File: src/rtl/rr_arbiter4_pkg.sv
// Shared definitions for the 4-requester round-robin arbiter: state encoding,
// requester count and the rotating-priority pick function.
package rr_arbiter4_pkg;

    localparam int NUM_REQ = 4;

    typedef enum logic {
        ST_IDLE  = 1'b0,
        ST_GRANT = 1'b1
    } arb_state_e;

    // First set request bit found scanning ptr, ptr+1, ptr+2, ptr+3 (mod 4).
    function automatic logic [1:0] rr_pick(input logic [3:0] req, input logic [1:0] ptr);
        logic [1:0] idx;
        logic [1:0] pick;
        logic       found;
        pick  = ptr;
        found = 1'b0;
        for (int k = 0; k < NUM_REQ; k++) begin
            idx = ptr + 2'(k);
            if (!found && req[idx]) begin
                pick  = idx;
                found = 1'b1;
            end
        end
        return pick;
    endfunction

endpackage

File: src/rtl/rr_arbiter4_dec.sv
// 2-to-4 decoder with enable; drives the one-hot grant vector from the grant index.
module rr_arbiter4_dec (
    input  logic [1:0] w,
    input  logic       en,
    output logic [3:0] y
);

    always_comb begin
        y = 4'b0000;
        if (en) begin
            y = 4'b0001 << w;
        end
    end

endmodule

File: src/rtl/rr_arbiter4.sv
// 4-requester round-robin arbiter with bounded hold. Every ownership change passes
// through one IDLE cycle, and a contended owner is preempted after MAX_HOLD cycles.
module rr_arbiter4
    import rr_arbiter4_pkg::*;
#(
    parameter int MAX_HOLD = 8,
    parameter int CNT_W    = 4
) (
    input  logic       clk,
    input  logic       rst,
    input  logic [3:0] req,
    output logic [3:0] grant,
    output logic       grant_valid,
    output logic [1:0] grant_id,
    output logic       preempt
);

    arb_state_e       state, state_n;
    logic [1:0]       ptr, ptr_n;
    logic [1:0]       id_n;
    logic [CNT_W-1:0] hold_cnt, hold_n;
    logic             preempt_n;
    logic             others_waiting;
    logic             at_limit;

    always_ff @(posedge clk) begin
        if (rst) begin
            state    <= ST_IDLE;
            ptr      <= 2'b00;
            grant_id <= 2'b00;
            hold_cnt <= '0;
            preempt  <= 1'b0;
        end else begin
            state    <= state_n;
            ptr      <= ptr_n;
            grant_id <= id_n;
            hold_cnt <= hold_n;
            preempt  <= preempt_n;
        end
    end

    assign others_waiting = |(req & ~(4'b0001 << grant_id));
    assign at_limit       = (hold_cnt == CNT_W'(MAX_HOLD - 1));

    // Release takes precedence over timeout, so preempt only fires while the owner still requests.
    always_comb begin
        state_n   = state;
        ptr_n     = ptr;
        id_n      = grant_id;
        hold_n    = hold_cnt;
        preempt_n = 1'b0;
        case (state)
            ST_IDLE: begin
                if (|req) begin
                    state_n = ST_GRANT;
                    id_n    = rr_pick(req, ptr);
                    hold_n  = '0;
                end
            end
            ST_GRANT: begin
                if (!req[grant_id]) begin
                    state_n = ST_IDLE;
                    ptr_n   = grant_id + 2'd1;
                end else if (at_limit && others_waiting) begin
                    state_n   = ST_IDLE;
                    ptr_n     = grant_id + 2'd1;
                    preempt_n = 1'b1;
                end else if (at_limit) begin
                    hold_n = '0;
                end else begin
                    hold_n = hold_cnt + CNT_W'(1);
                end
            end
            default: begin
                state_n = ST_IDLE;
            end
        endcase
    end

    assign grant_valid = (state == ST_GRANT);

    rr_arbiter4_dec u_dec (
        .w  (grant_id),
        .en (grant_valid),
        .y  (grant)
    );

endmodule

File: config.mk
export PLATFORM = sky130hd
export DESIGN_NAME = rr_arbiter4
export DESIGN_NICKNAME = d
export VERILOG_FILES = /design/src/rtl/rr_arbiter4_pkg.sv /design/src/rtl/rr_arbiter4_dec.sv /design/src/rtl/rr_arbiter4.sv
export SDC_FILE = /design/constraint.sdc
export NUM_CORES = 1
export LEC_CHECK = 0
export ABC_CLOCK_PERIOD_IN_PS = 1800
export CAP_MARGIN = 20
export CORE_MARGIN = 2
export CORE_UTILIZATION = 43
export DETAILED_ROUTE_END_ITERATION = 6
export PLACE_DENSITY = 0.72
export SKIP_CTS_REPAIR_TIMING = 1
export SLEW_MARGIN = 20
export SYNTH_ARGS = -nofsm -noshare
export SYNTH_HDL_FRONTEND = slang
export SYNTH_SLANG_ARGS = --single-unit
File: constraint.sdc
create_clock -name clk -period 1.8 [get_ports clk]
set_input_delay 0.18 -clock clk [delete_from_list [all_inputs] [get_ports clk]]
set_output_delay 0.18 -clock clk [all_outputs]
set_load 0.01 [all_outputs]
==> impl_metrics.ini, run 1 <==
[floorplan]
die-area_um2 = 1863
coreArea_um2 = 1471
die-height_um = 43.16
die_x_um = 43.16
num_rows = 14
start_util_pct = 44.81
pin_count = 14

[min_path]
hp-class = reg2reg

[final_layout]
final_cell_area_um2 = 928.4
drive_above_1_share_pct = 21.50
fin_nets = 120
diodes = 0
synthToLayoutAreaGrowth_pct = 40.80

[drt]
drc = 0
wl_um = 1518
ant_nets = 0
drtPass1Iterations = 4
drt_iter0_markers = 23
avgRoutedWirePerCell_um = 12.34
num_vias = 669
vias_per_cell = 5.439

[global_routing]
grt.total_usage_pct = 19.04
grt_max_degree = 11
grt_overflow_total = 0
grt_pass1_wl_um = 2663
grt_pass1_vias = 618
antenna_found_initial = 0

[synth]
synth_area_leaders = dfxtp_1 30%, ha_1 9.5%, a21oi_1 5.3%, and2_1 4.7%, mux2i_1 4.6%
synth_common_cells = 10 x dfxtp_1, 8 x inv_1, 8 x nand2_1
synth_ff_type = dfxtp_1
syn_area_um2 = 659.4
ys_seq_area_share_pct = 30.36
yosysMostFrequentCell = dfxtp_1
yosysTopAreaCellShare_pct = 30.36
netlist_instances = 79
yosysUniqueCellTypes = 27
ys_ff_latch = 10
yosysWarnings = 0
synthArstFlopShare_pct = 0
syn_avg_cell_area_um2 = 8.347
synth_edf_count = 0
synth_fp_nets = 90
synth_area_leader_cell = dfxtp_1

[flow_run]
cap_viol_max_count = 0

[sta]
period_needed_ns = 1.702
rsz0062_at_grt = false
relSlewSlack_pct = 77.17
fmax_ghz = 0.5876
fin_crit_sh_pct = 94.54
hold_viol_final = 0
slew_violations = 0
skew_ns = 0.002232
timing.setup.tns_ns = 0
worstMarginPinSlew_ns = 0.3419
setup_viol = 0

[clock_tree]
cts_tree = done
clk_latency_ns = 0.26
clockBufferDepth = 2
path_clk_slew_ns = 0.06
cts-root-buf = clkbuf_4
cts_buffers = 3
cts_sinks = 10
htreeDepth = 1

[placement]
dp_hpwl_um = 1168
postPlaceCellArea_um2 = 895.9
port_buffers = 13
gp_congestion = 0.8334

[setup_path]
critical_path_class = reg2out
critPathRequiredTime_ns = 1.62
cp-start-kind = register
worstSetupEndpointType = output pin
arrival_ns = 1.52
cp_max_fo = 6

[pwr]
power.density_nw_per_um2 = 591.5
irDropWorstVdd_uv = 365.8
p_leak_nw = 0.4352

[run_status]
outcome = finished clean
==> registers in the layout, indices dropped and copies added, names as in the netlist <==
name	count
ptr	2
grant_valid	1
grant_id	2
preempt	1
hold_cnt	4
==> critical path, stage by stage, from the launching register on <==
cell	delay (ns)
dfxtp_2	0.39
inv_1	0.08
ha_1	0.19
and2_1	0.13
clkdlybuf4s50_1	0.47
==> power breakdown <==
part / internal [mW] / switching (mW)
Sequential: 0.233 / 0.0205
Clock: 0.0769 / 0.0699
Combinational: 0.0830 / 0.0659
Total: 0.393 / 0.156
==> stage by stage <==
stage               instances  setup slack, ns  hold slack (ns)  util [%]  power (mW)
finish                    123          0.09820           0.5074     63.10      0.5491
global route              123          0.01660           0.5347     63.10      0.5859
floorplan                  79          0.05668           0.4090         -      0.3281
detailed placement        120         -0.05187           0.4953     60.88      0.4062
CTS                       123          -0.1137           0.5076     62.42      0.5570
global placement          120        -0.009813           0.4840     60.88      0.4036
==> kinds of logic (layout without fill, tap and decap cells) <==
group	after synthesis	in the layout	share of synthesized area [%]
fa+ha+maj	5	5	9.488
simple gates	28	28	21.06
flops	10	10	30.36
buf+inv	9	37	6.262
mux	6	6	11.38
compound gates	21	21	21.44
==> area by class of cell <==
type	count	area [um^2]
inverter	8	30.03
tap	16	20.02
sequential	10	205.2
multi-input combinational	60	417.9
clock buffer	3	22.52
fill	133	543.0
timing repair buffer	26	232.7
==> path summary, 6_finish.rpt <==
path | cells past startpoint | from | endpoint | slack [ns]
setup / recovery | 4 | grant_id[1]$_SDFFE_PP0P_ | grant[1] | 0.1
hold reg to reg | 2 | hold_cnt[3]$_SDFFE_PP0P_ | hold_cnt[3]$_SDFFE_PP0P_ | 0.51
setup reg to reg | 6 | grant_id[0]$_SDFFE_PP0P_ | ptr[0]$_SDFFE_PP0P_ | 0.14
hold / removal | 2 | hold_cnt[3]$_SDFFE_PP0P_ | hold_cnt[3]$_SDFFE_PP0P_ | 0.51
==> routing by layer <==
metal / vias to the layer above / wire, um / GRT usage (%)
met5: - / 0 / 0
met4: 0 / 10 / 5.455
met3: 2 / 87 / 7.660
met2: 19 / 715 / 30.45
met1: 308 / 704 / 23.38
li1: 340 / - / -
==> placed cells by master, fill, tap and decap left out, drive strengths merged <==
master         instances
buf                   13
clkdlybuf4s50         11
dfxtp                 10
nand2                  9
inv                    8
a21oi                  7
and2                   5
nor2                   5
ha                     5
o22ai                  4
nand3                  3
mux2i                  3
clkbuf                 3
o21ai                  3
mux2                   2
and3                   2
dlymetal6s2s           2
mux4                   1
nor3                   1
o41ai                  1
or4                    1
o211ai                 1
nand2b                 1
a41oi                  1
o2111ai                1
nor2b                  1
a32o                   1
a21o                   1
o21a                   1
Note: power is estimated with default switching activity, not from simulation.
==> run 2: changes to the inputs <==
Settings changed: CORE_UTILIZATION 43 to 44, PLACE_DENSITY 0.72 to 0.68, SYNTH_HIERARCHICAL set to 1.
==> run 2 against run 1 <==
Compared with the run above:
- sequential share of layout area fell by 2.7 points
- clock skew rose by 0.0017 ns
- maximum frequency fell by 3.9%
- total power rose by 11%
- core utilization rose by 8.5 points
==> impl_metrics.ini, run 2 <==
[drt]
drtPass1Iterations = 4
drt_iter0_markers = 8
routed-wl-met3_um = 70
vias_per_cell = 5.526
ant_nets = 0
wl_met2_um = 899
wl_um = 1838
dr.max_layer_used = met4
avgRoutedWirePerCell_um = 13.61
met1_length_um = 841
num_vias = 746
drc = 0

[sta]
worstMarginPinSlew_ns = 0.3112
rsz0062_at_grt = true
period_needed_ns = 1.770
skew_ns = 0.003895
setup_viol = 0
fin_crit_sh_pct = 98.34
relSlewSlack_pct = 79.19
slew_violations = 0
hold_viol_final = 0
fmax_ghz = 0.5649
timing.setup.tns_ns = 0

[synth]
ys_ff_latch = 10
yosysWarnings = 6
synth_fp_nets = 95
synth_area_leaders = dfxtp_1 28%, nor2b_1 9.7%, ha_1 8.8%, a21oi_1 5.6%, nand2_1 3.7%
synth_edf_count = 0
synth_ff_type = dfxtp_1
synth_compound_area_share_pct = 25.66
yosysUniqueCellTypes = 33
synth_area_leader_cell = dfxtp_1
synthAdderAreaFrac_pct = 8.787
syn_area_um2 = 711.9
synth.area.mux_share_pct = 5.975
yosysTopAreaCellShare_pct = 28.12
synth_top_family_by_area = simple AND/OR/NAND/NOR gates
yosys.area_share.simple_pct = 29.35
netlist_instances = 84
yosysMostFrequentCell = nor2b_1
syn_avg_cell_area_um2 = 8.475
synth_common_cells = 11 x nor2b_1, 10 x dfxtp_1, 8 x a21oi_1
ys_seq_area_share_pct = 28.12
synthArstFlopShare_pct = 0
synthXorXnorAreaFrac_pct = 0

[final_layout]
reg_top3 = hold_cnt: 4 flops, grant_id: 2 flops, ptr: 2 flops
drive_above_1_share_pct = 31.09
synthToLayoutAreaGrowth_pct = 51.49
mostFrequentLayoutCell = buf_4
fin_nets = 131
largest_register = hold_cnt
largest_reg_flops = 4
layout.cells.most_common_list = 19 x buf_4, 13 x clkdlybuf4s50_1, 9 x nor2b_1
diodes = 0
fill_cells = 123
final_cell_area_um2 = 1079

[setup_path]
critical_path_class = reg2reg
cp-start-kind = register
r2r-start = grant_id[1]$_SDFFE_PP0P_
reg2regPathDepth = 6
max_stage_delay_ns = 0.43
crit_path_cell_trace = inv_4, ha_4, nor2b_2, o41a_1, o31a_1, mux2_4
arrival_ns = 1.93
critPathSlowestCell = o41a_1
cp-startpoint = grant_id[1]$_SDFFE_PP0P_
r2r-end = ptr[0]$_SDFFE_PP0P_
cp_max_fo = 4
rrSetupSlack_ns = 0.03
critPathRequiredTime_ns = 1.96
worstSetupEndpointType = register

[global_routing]
grt.total_usage_pct = 20.74
grt_overflow_total = 0
grt_max_degree = 11
grt_pass1_vias = 706
antenna_found_initial = 0
grt_pass1_wl_um = 2994

[pwr]
power.density_nw_per_um2 = 567.5
finalPower_mw = 0.6120
p_leak_nw = 0.4475
irDropWorstVdd_uv = 541.4

[floorplan]
pin_count = 14
die-height_um = 44.23
start_util_pct = 47.26
die_x_um = 44.23
die-area_um2 = 1956
coreArea_um2 = 1506
num_rows = 14

[placement]
postPlaceCellArea_um2 = 1008
port_buffers = 13
dp_hpwl_um = 1404
gp_congestion = 0.7925

[clock_tree]
cts_tree = done
cts_buffers = 3
cts-root-buf = clkbuf_4
cts_sinks = 10
path_clk_slew_ns = 0.07
htreeDepth = 1
clk_latency_ns = 0.27
clockBufferDepth = 2

[run_status]
outcome = finished clean

[min_path]
hp-class = reg2reg
hold_end = hold_cnt[1]$_SDFFE_PP0P_
min_from = hold_cnt[1]$_SDFFE_PP0P_
holdPathStages = 2

[flow_run]
cap_viol_max_count = 0
[run 2: cell types whose count changed in the layout (fill, tap and decap cells not counted), sizes merged, moves of 2 or more]
cell           before  now
inv                 8    3
nand2               9    7
clkdlybuf4s50      11   13
o21bai              0    2
and2                5    1
buf                13   19
o21ai               3    1
dlymetal6s2s        2    0
nor4                0    2
nor2b               1   11
o22ai               4    0
and3b               0    3
[run 2: how the worst max path moves through the flow]
stage | endpoint | slack, ns | depth (start not counted)
floorplan | hold_cnt[2]$_SDFFE_PP0P_ | 0.04 | 6
global placement | hold_cnt[2]$_SDFFE_PP0P_ | -0.11 | 6
detailed placement | hold_cnt[3]$_SDFFE_PP0P_ | -0.13 | 7
CTS | hold_cnt[2]$_SDFFE_PP0P_ | -0.003 | 7
global route | ptr[0]$_SDFFE_PP0P_ | -0.03 | 6
finish | ptr[0]$_SDFFE_PP0P_ | 0.03 | 6
[run 2: worst max-delay path: cells and delay by family (launching register included)]
family / cells / cell delay [ns]
simple gates: 1 / 0.03
mux: 1 / 0.30
fa+ha+maj: 1 / 0.12
compound gates: 2 / 0.76
buf+inv: 1 / 0.07
flops: 1 / 0.37
[run 2: area by class of cell]
class	count	area (um^2)	share of cell area, %
tap	16	20.02	1.856
clock buffer	3	22.52	2.088
multi-input combinational	70	534.3	49.54
inverter	3	16.27	1.508
sequential	10	209.0	19.37
timing repair buffer	32	272.8	25.29
clock inverter	1	3.754	0.3480
[run 2: logic make-up after synthesis]
group	Yosys count
AND/OR/NAND/NOR	36
buffers and inverters	4
multiplexers	4
AO/OA/AOI/OAI	25
adder cells (fa/ha/maj)	5
flip-flops	10
[run 2: metal layers]
| metal | vias to the layer above | track usage, % |
|---|---|---|
| li1 | 384 | - |
| met1 | 347 | 26.18 |
| met2 | 13 | 35.00 |
| met3 | 2 | 1.633 |
| met4 | 0 | 10.91 |
| met5 | - | 0 |
[run 2: through the flow]
step	utilization (%)	hold WS (ns)	setup slack [ns]	std cells
after detailed placement	66.94	0.5391	-0.1281	131
after global routing	71.59	0.5845	-0.02612	135
after floorplan	-	0.3968	0.03748	84
final	71.59	0.5498	0.02988	135
after CTS	68.69	0.5530	-0.002512	135
after global placement	66.94	0.5289	-0.1058	131
[run 2: report_power, final]
part	internal (mW)	switching, mW	leakage [nW]
clock network	0.0803	0.0827	0.0154
registers	0.233	0.0185	0.0831
logic	0.110	0.0875	0.349
==> run 3: changes to the inputs <==
Settings changed: GPL_ROUTABILITY_DRIVEN set to 1.
==> results of run 3 <==
No change in the layout: final DEF, timing and power equal those of run 2.
